[src/rtl/fifo_lane.sv]
// rtl/fifo_lane.sv - per-lane 4-deep synchronous FIFO behind the 1:2 demux
// Define FIFO_ERR_STICKY_EN to hold fifo_error high from the first overflow/underflow until reset.
module fifo_lane #(
  parameter int DATA_WIDTH      = 8,
  parameter int ADDR_WIDTH      = 2,
  parameter int ALMOST_FULL_TH  = 3,
  parameter int ALMOST_EMPTY_TH = 1
) (
  input  logic                  clk,
  input  logic                  reset,
  input  logic [DATA_WIDTH-1:0] data_in,
  input  logic                  valid_in,
  input  logic                  pop,
  output logic [DATA_WIDTH-1:0] data_out,
  output logic                  valid_out,
  output logic                  fifo_full,
  output logic                  fifo_empty,
  output logic                  almost_full,
  output logic                  almost_empty,
  output logic                  fifo_error
);

  localparam int DEPTH = 1 << ADDR_WIDTH;
  localparam int CW    = ADDR_WIDTH + 1;
  localparam logic [CW-1:0] DEPTH_C = CW'(DEPTH);
  localparam logic [CW-1:0] AF_C    = CW'(ALMOST_FULL_TH);
  localparam logic [CW-1:0] AE_C    = CW'(ALMOST_EMPTY_TH);

  logic [DATA_WIDTH-1:0] mem_q [DEPTH];
  logic [DATA_WIDTH-1:0] mem_d [DEPTH];
  logic [ADDR_WIDTH-1:0] wr_ptr_q, wr_ptr_d;
  logic [ADDR_WIDTH-1:0] rd_ptr_q, rd_ptr_d;
  logic [CW-1:0]         count_q, count_d;
  logic [DATA_WIDTH-1:0] data_out_q, data_out_d;
  logic                  valid_out_q, valid_out_d;
  logic                  err_q, err_d;

  logic wr_ok, rd_ok, err_event;

  assign fifo_full    = (count_q == DEPTH_C);
  assign fifo_empty   = (count_q == '0);
  assign almost_full  = (count_q >= AF_C);
  assign almost_empty = (count_q <= AE_C);

  // A pop on a full FIFO frees the slot the concurrent push lands in.
  assign wr_ok     = valid_in && (!fifo_full || pop);
  assign rd_ok     = pop && !fifo_empty;
  assign err_event = (valid_in && fifo_full && !pop) || (pop && fifo_empty);

  always_comb begin
    mem_d       = mem_q;
    wr_ptr_d    = wr_ptr_q;
    rd_ptr_d    = rd_ptr_q;
    count_d     = count_q;
    data_out_d  = data_out_q;
    valid_out_d = 1'b0;

    if (wr_ok) begin
      mem_d[wr_ptr_q] = data_in;
      wr_ptr_d        = wr_ptr_q + 1'b1;
    end
    if (rd_ok) begin
      data_out_d  = mem_q[rd_ptr_q];
      rd_ptr_d    = rd_ptr_q + 1'b1;
      valid_out_d = 1'b1;
    end

    case ({wr_ok, rd_ok})
      2'b10:   count_d = count_q + 1'b1;
      2'b01:   count_d = count_q - 1'b1;
      default: count_d = count_q;
    endcase

`ifdef FIFO_ERR_STICKY_EN
    err_d = err_q | err_event;
`else
    err_d = err_event;
`endif
  end

  always_ff @(posedge clk or posedge reset) begin
    if (reset) begin
      for (int i = 0; i < DEPTH; i++) mem_q[i] <= '0;
      wr_ptr_q    <= '0;
      rd_ptr_q    <= '0;
      count_q     <= '0;
      data_out_q  <= '0;
      valid_out_q <= 1'b0;
      err_q       <= 1'b0;
    end else begin
      mem_q       <= mem_d;
      wr_ptr_q    <= wr_ptr_d;
      rd_ptr_q    <= rd_ptr_d;
      count_q     <= count_d;
      data_out_q  <= data_out_d;
      valid_out_q <= valid_out_d;
      err_q       <= err_d;
    end
  end

  assign data_out   = data_out_q;
  assign valid_out  = valid_out_q;
  assign fifo_error = err_q;

endmodule

[config.mk]
export PLATFORM = sky130hd
export DESIGN_NAME = fifo_lane
export DESIGN_NICKNAME = d
export VERILOG_FILES = /design/src/rtl/fifo_lane.sv
export SDC_FILE = /design/constraint.sdc
export NUM_CORES = 1
export LEC_CHECK = 0
export ABC_AREA = 1
export CAP_MARGIN = 20
export CORE_ASPECT_RATIO = 0.5
export CORE_MARGIN = 2
export CORE_UTILIZATION = 40
export DETAILED_ROUTE_END_ITERATION = 8
export GPL_ROUTABILITY_DRIVEN = 0
export MAX_ROUTING_LAYER = met4
export SLEW_MARGIN = 20
export SYNTH_ARGS = -nofsm -noshare
export SYNTH_HDL_FRONTEND = slang
export SYNTH_SLANG_ARGS = --single-unit
[constraint.sdc]
create_clock -name clk -period 1.86 [get_ports clk]
set_clock_uncertainty 0.1 [all_clocks]
set_input_delay 0.558 -clock clk [delete_from_list [all_inputs] [get_ports clk]]
set_output_delay 0.558 -clock clk [all_outputs]
set_load 0.02 [all_outputs]
==> impl_metrics.json <==
{
  "row_count": 20,
  "boundaryPins": 26,
  "dp.final_hpwl_microns": 3430,
  "clock_path_buffers": 2,
  "numClockSinks": 49,
  "synth_area_leader_cell": "sky130_fd_sc_hd__dfrtp_1",
  "global_route.peak_usage_layer": "met2",
  "p_per_area_nw_per_um2": 1700,
  "seq_area_frac_synth": 0.488,
  "global_route.overflow_total": 0,
  "min_period_over_period": 1.07,
  "drt_pass1_iterations": 4,
  "antenna_found_initial": 0,
  "postSynth.topFlopCell": "sky130_fd_sc_hd__dfrtp_1",
  "die_area_sq_um": 6980,
  "critical_path.cell_chain": "ha_2, ha_4, nor2_2, o21ai_1, buf_4",
  "grt_first_pass_wirelength_microns": 8650,
  "cts_hold_repair.buffers": 0,
  "use_met3": 0.0385,
  "cp_max_fo": 3,
  "worstSkewPairLatency_ns": 0.28,
  "count_of_antenna_diodes_in_the_layout": 0,
  "area.growth.synth_to_final_pct": 25.1,
  "worst_hold_path_type": "reg2reg",
  "port_buffers": 25,
  "finalNetCount": 363,
  "timing.critical_path.arrival_ns": 1.33,
  "dpl_cell_area_sq_um": 2930,
  "fmaxAchievable_mhz": 503,
  "wl_microns": 5180,
  "floorplan.die.width_microns": 116,
  "clkPwrFrac": 0.172,
  "end_kind": "output pin",
  "critical_path.max_stage_delay_ns": 0.40,
  "htreeDepth": 2,
  "standby_leakage_power_nw": 1.66,
  "postRouteAntennaNets": 0,
  "tritoncts.num_buffers": 5,
  "max-vdd-ir-drop_mv": 0.730,
  "layout.cells.non_filler": 431,
  "remaining_drc_errors": 0,
  "final_design_area_no_fill_sq_um": 3150,
  "finalWorstPathRequiredPeriod_ns": 1.99,
  "slew_headroom": 0.783,
  "switching_share": 0.411,
  "via_count_of_the_first_global_routing_pass": 1857,
  "finalWorstSetupSlack_ns": -0.127,
  "dieHeight_microns": 60.1,
  "detailedRoute.firstIterationViolations": 103,
  "violations_in_the_final_reports": "setup timing",
  "timing.final.max_slew_violations": 0,
  "synth_common_cells": "sky130_fd_sc_hd__nand2_1 (104), sky130_fd_sc_hd__inv_1 (53), sky130_fd_sc_hd__dfrtp_1 (49)",
  "cp_slowest_cell": "sky130_fd_sc_hd__dfrtp_1",
  "result_of_the_run": "finished, violations left",
  "initial_core_util": 0.414,
  "max_cap_violations": 0,
  "worst_setup_path_start_kind": "flop",
  "setup_tns_ns": -0.323,
  "gr-usage-met1": 0.220,
  "grt_util_met2": 0.277,
  "numPlacedInstances": 418,
  "yosysMostFrequentCell": "sky130_fd_sc_hd__nand2_1",
  "synthesis.nets": 323,
  "p_switching_mw": 2.19,
  "routed_wire_length_per_instance_microns": 12.0,
  "grt_start_max_net_pins": 39,
  "setup_viol_count_final": 5,
  "synth-edff-count": 0,
  "synthesis.area_sq_um": 2510,
  "yosys-top-cells-area": "sky130_fd_sc_hd__dfrtp_1 (49%), sky130_fd_sc_hd__nand2_1 (16%), sky130_fd_sc_hd__inv_1 (7.9%)",
  "post_synth_inst_count": 302,
  "cts_root_buf": "sky130_fd_sc_hd__clkbuf_16",
  "power_frac_seq": 0.343,
  "tightestPinTransition_ns": 0.323,
  "power_frac_comb": 0.485,
  "syn_avg_cell_area_sq_um": 8.33,
  "cp.required_ns": 1.20,
  "tritoncts": "done",
  "layout-drive-gt1-share": 0.201,
  "crit_type": "reg2out",
  "dr_total_vias": 1938,
  "cell_internal_pwr_mw": 3.14,
  "core_area_sq_um": 6080,
  "cts.clk_slew.worst_paths_ns": 0.07,
  "synth.yosys.warnings": 0,
  "yosysUniqueCellTypes": 18,
  "synth_largest_type_area_fraction": 0.488,
  "hold_viol": 0,
  "route.detailed.vias_per_inst": 4.50,
  "async_flop_share": 1.00,
  "synthesis_stage_register_bit_count": 49,
  "unrepaired_setup_endpoints_after_global_routing": "yes",
  "groute.usage.overall": 0.171
}
metrics by stage:
stage | hold WS [ns] | power [mW] | utilization | setup WS [ns]
after floorplan | 0.355 | 3.58 | - | 0.0292
after global placement | 0.366 | 4.23 | 0.481 | -0.248
after detailed placement | 0.369 | 4.32 | 0.481 | -0.267
after CTS | 0.384 | 5.20 | 0.504 | -0.164
after global routing | 0.397 | 5.83 | 0.517 | -0.200
final | 0.378 | 5.33 | 0.517 | -0.127
routing by layer:
metal / share of wire / vias to the layer above
li1: - / 1002
met1: 0.47 / 886
met2: 0.46 / 45
met3: 0.054 / 5
met4: 0.0085 / 0
met5: 0 / -
final timing paths:
| check | start | end | slack (ns) | depth (start not counted) |
|---|---|---|---|---|
| max reg2reg | count_q[0]$_DFFE_PP0P_ | count_q[2]$_DFFE_PP0P_ | -0.02 | 13 |
| min reg2reg | data_out[4]$_DFFE_PP0P_ | data_out[4]$_DFFE_PP0P_ | 0.38 | 2 |
| max in group asynchronous | reset | count_q[1]$_DFFE_PP0P_ | 0.74 | 3 |
| max | count_q[1]$_DFFE_PP0P_ | almost_full | -0.13 | 5 |
| min in group asynchronous | reset | data_out[5]$_DFFE_PP0P_ | 0.42 | 2 |
| min | data_out[4]$_DFFE_PP0P_ | data_out[4]$_DFFE_PP0P_ | 0.38 | 2 |
kinds of logic after synthesis:
| group | after synthesis | synth area share |
|---|---|---|
| XOR/XNOR | 3 | 0.0104 |
| flip-flops | 49 | 0.488 |
| AO/OA/AOI/OAI | 39 | 0.101 |
| buffers and inverters | 66 | 0.114 |
| AND/OR/NAND/NOR | 136 | 0.242 |
| adder cells (fa/ha/maj) | 9 | 0.0448 |
worst max-delay path: cells and delay by family, from the launching register on:
family                   cells  cell delay [ns]
AO/OA/AOI/OAI                1             0.07
AND/OR/NAND/NOR              1             0.07
flip-flops                   1             0.40
buffers and inverters        1             0.15
adder cells (fa/ha/maj)      2             0.35
state kept, by name, summed over array words and instances (netlist names):
name        cells
count_q         3
fifo_error      1
data_out        8
mem_q          32
wr_ptr_q        2
rd_ptr_q        2
valid_out       1
power groups by stage:
| stage | registers, mW | logic, mW | clock network [mW] |
|---|---|---|---|
| floorplan | 1.87 | 1.71 | 0 |
| global placement | 1.83 | 2.40 | 0 |
| detailed placement | 1.85 | 2.46 | 0 |
| CTS | 1.83 | 2.43 | 0.941 |
| global route | 1.89 | 2.94 | 0.989 |
| finish | 1.83 | 2.59 | 0.916 |
layout make-up:
class	count	area [sq um]
clock buffers	5	125
repair buffers	44	387
fillers	584	2940
multi-input cells	187	1060
inverters	55	209
well taps	88	110
flip-flops and latches	49	1230
clock inverters	3	25.0
cells in the final DEF, fill, tap and decap left out, drive strengths merged:
master,netlist,routed
nand2,107,107
inv,54,55
dfrtp,49,49
o21ai,37,37
buf,11,23
nand3,22,22
clkdlybuf4s50,0,10
dlygate4sd2,0,10
ha,9,9
nor2,7,7
clkbuf,0,5
a21oi,2,2
clkinv,1,2
xnor2,2,2
xor2,1,1
clkinvlp,0,1
dlymetal6s2s,0,1
timing repair:
item                                    in CTS  in global routing
hold endpoints to repair                     0                  0
resized for setup                           33                 15
setup buffers                                1                  4
pin swaps                                    2                  5
endpoints found under the setup margin      15                  6
Note: power is estimated with default switching activity, not from simulation.
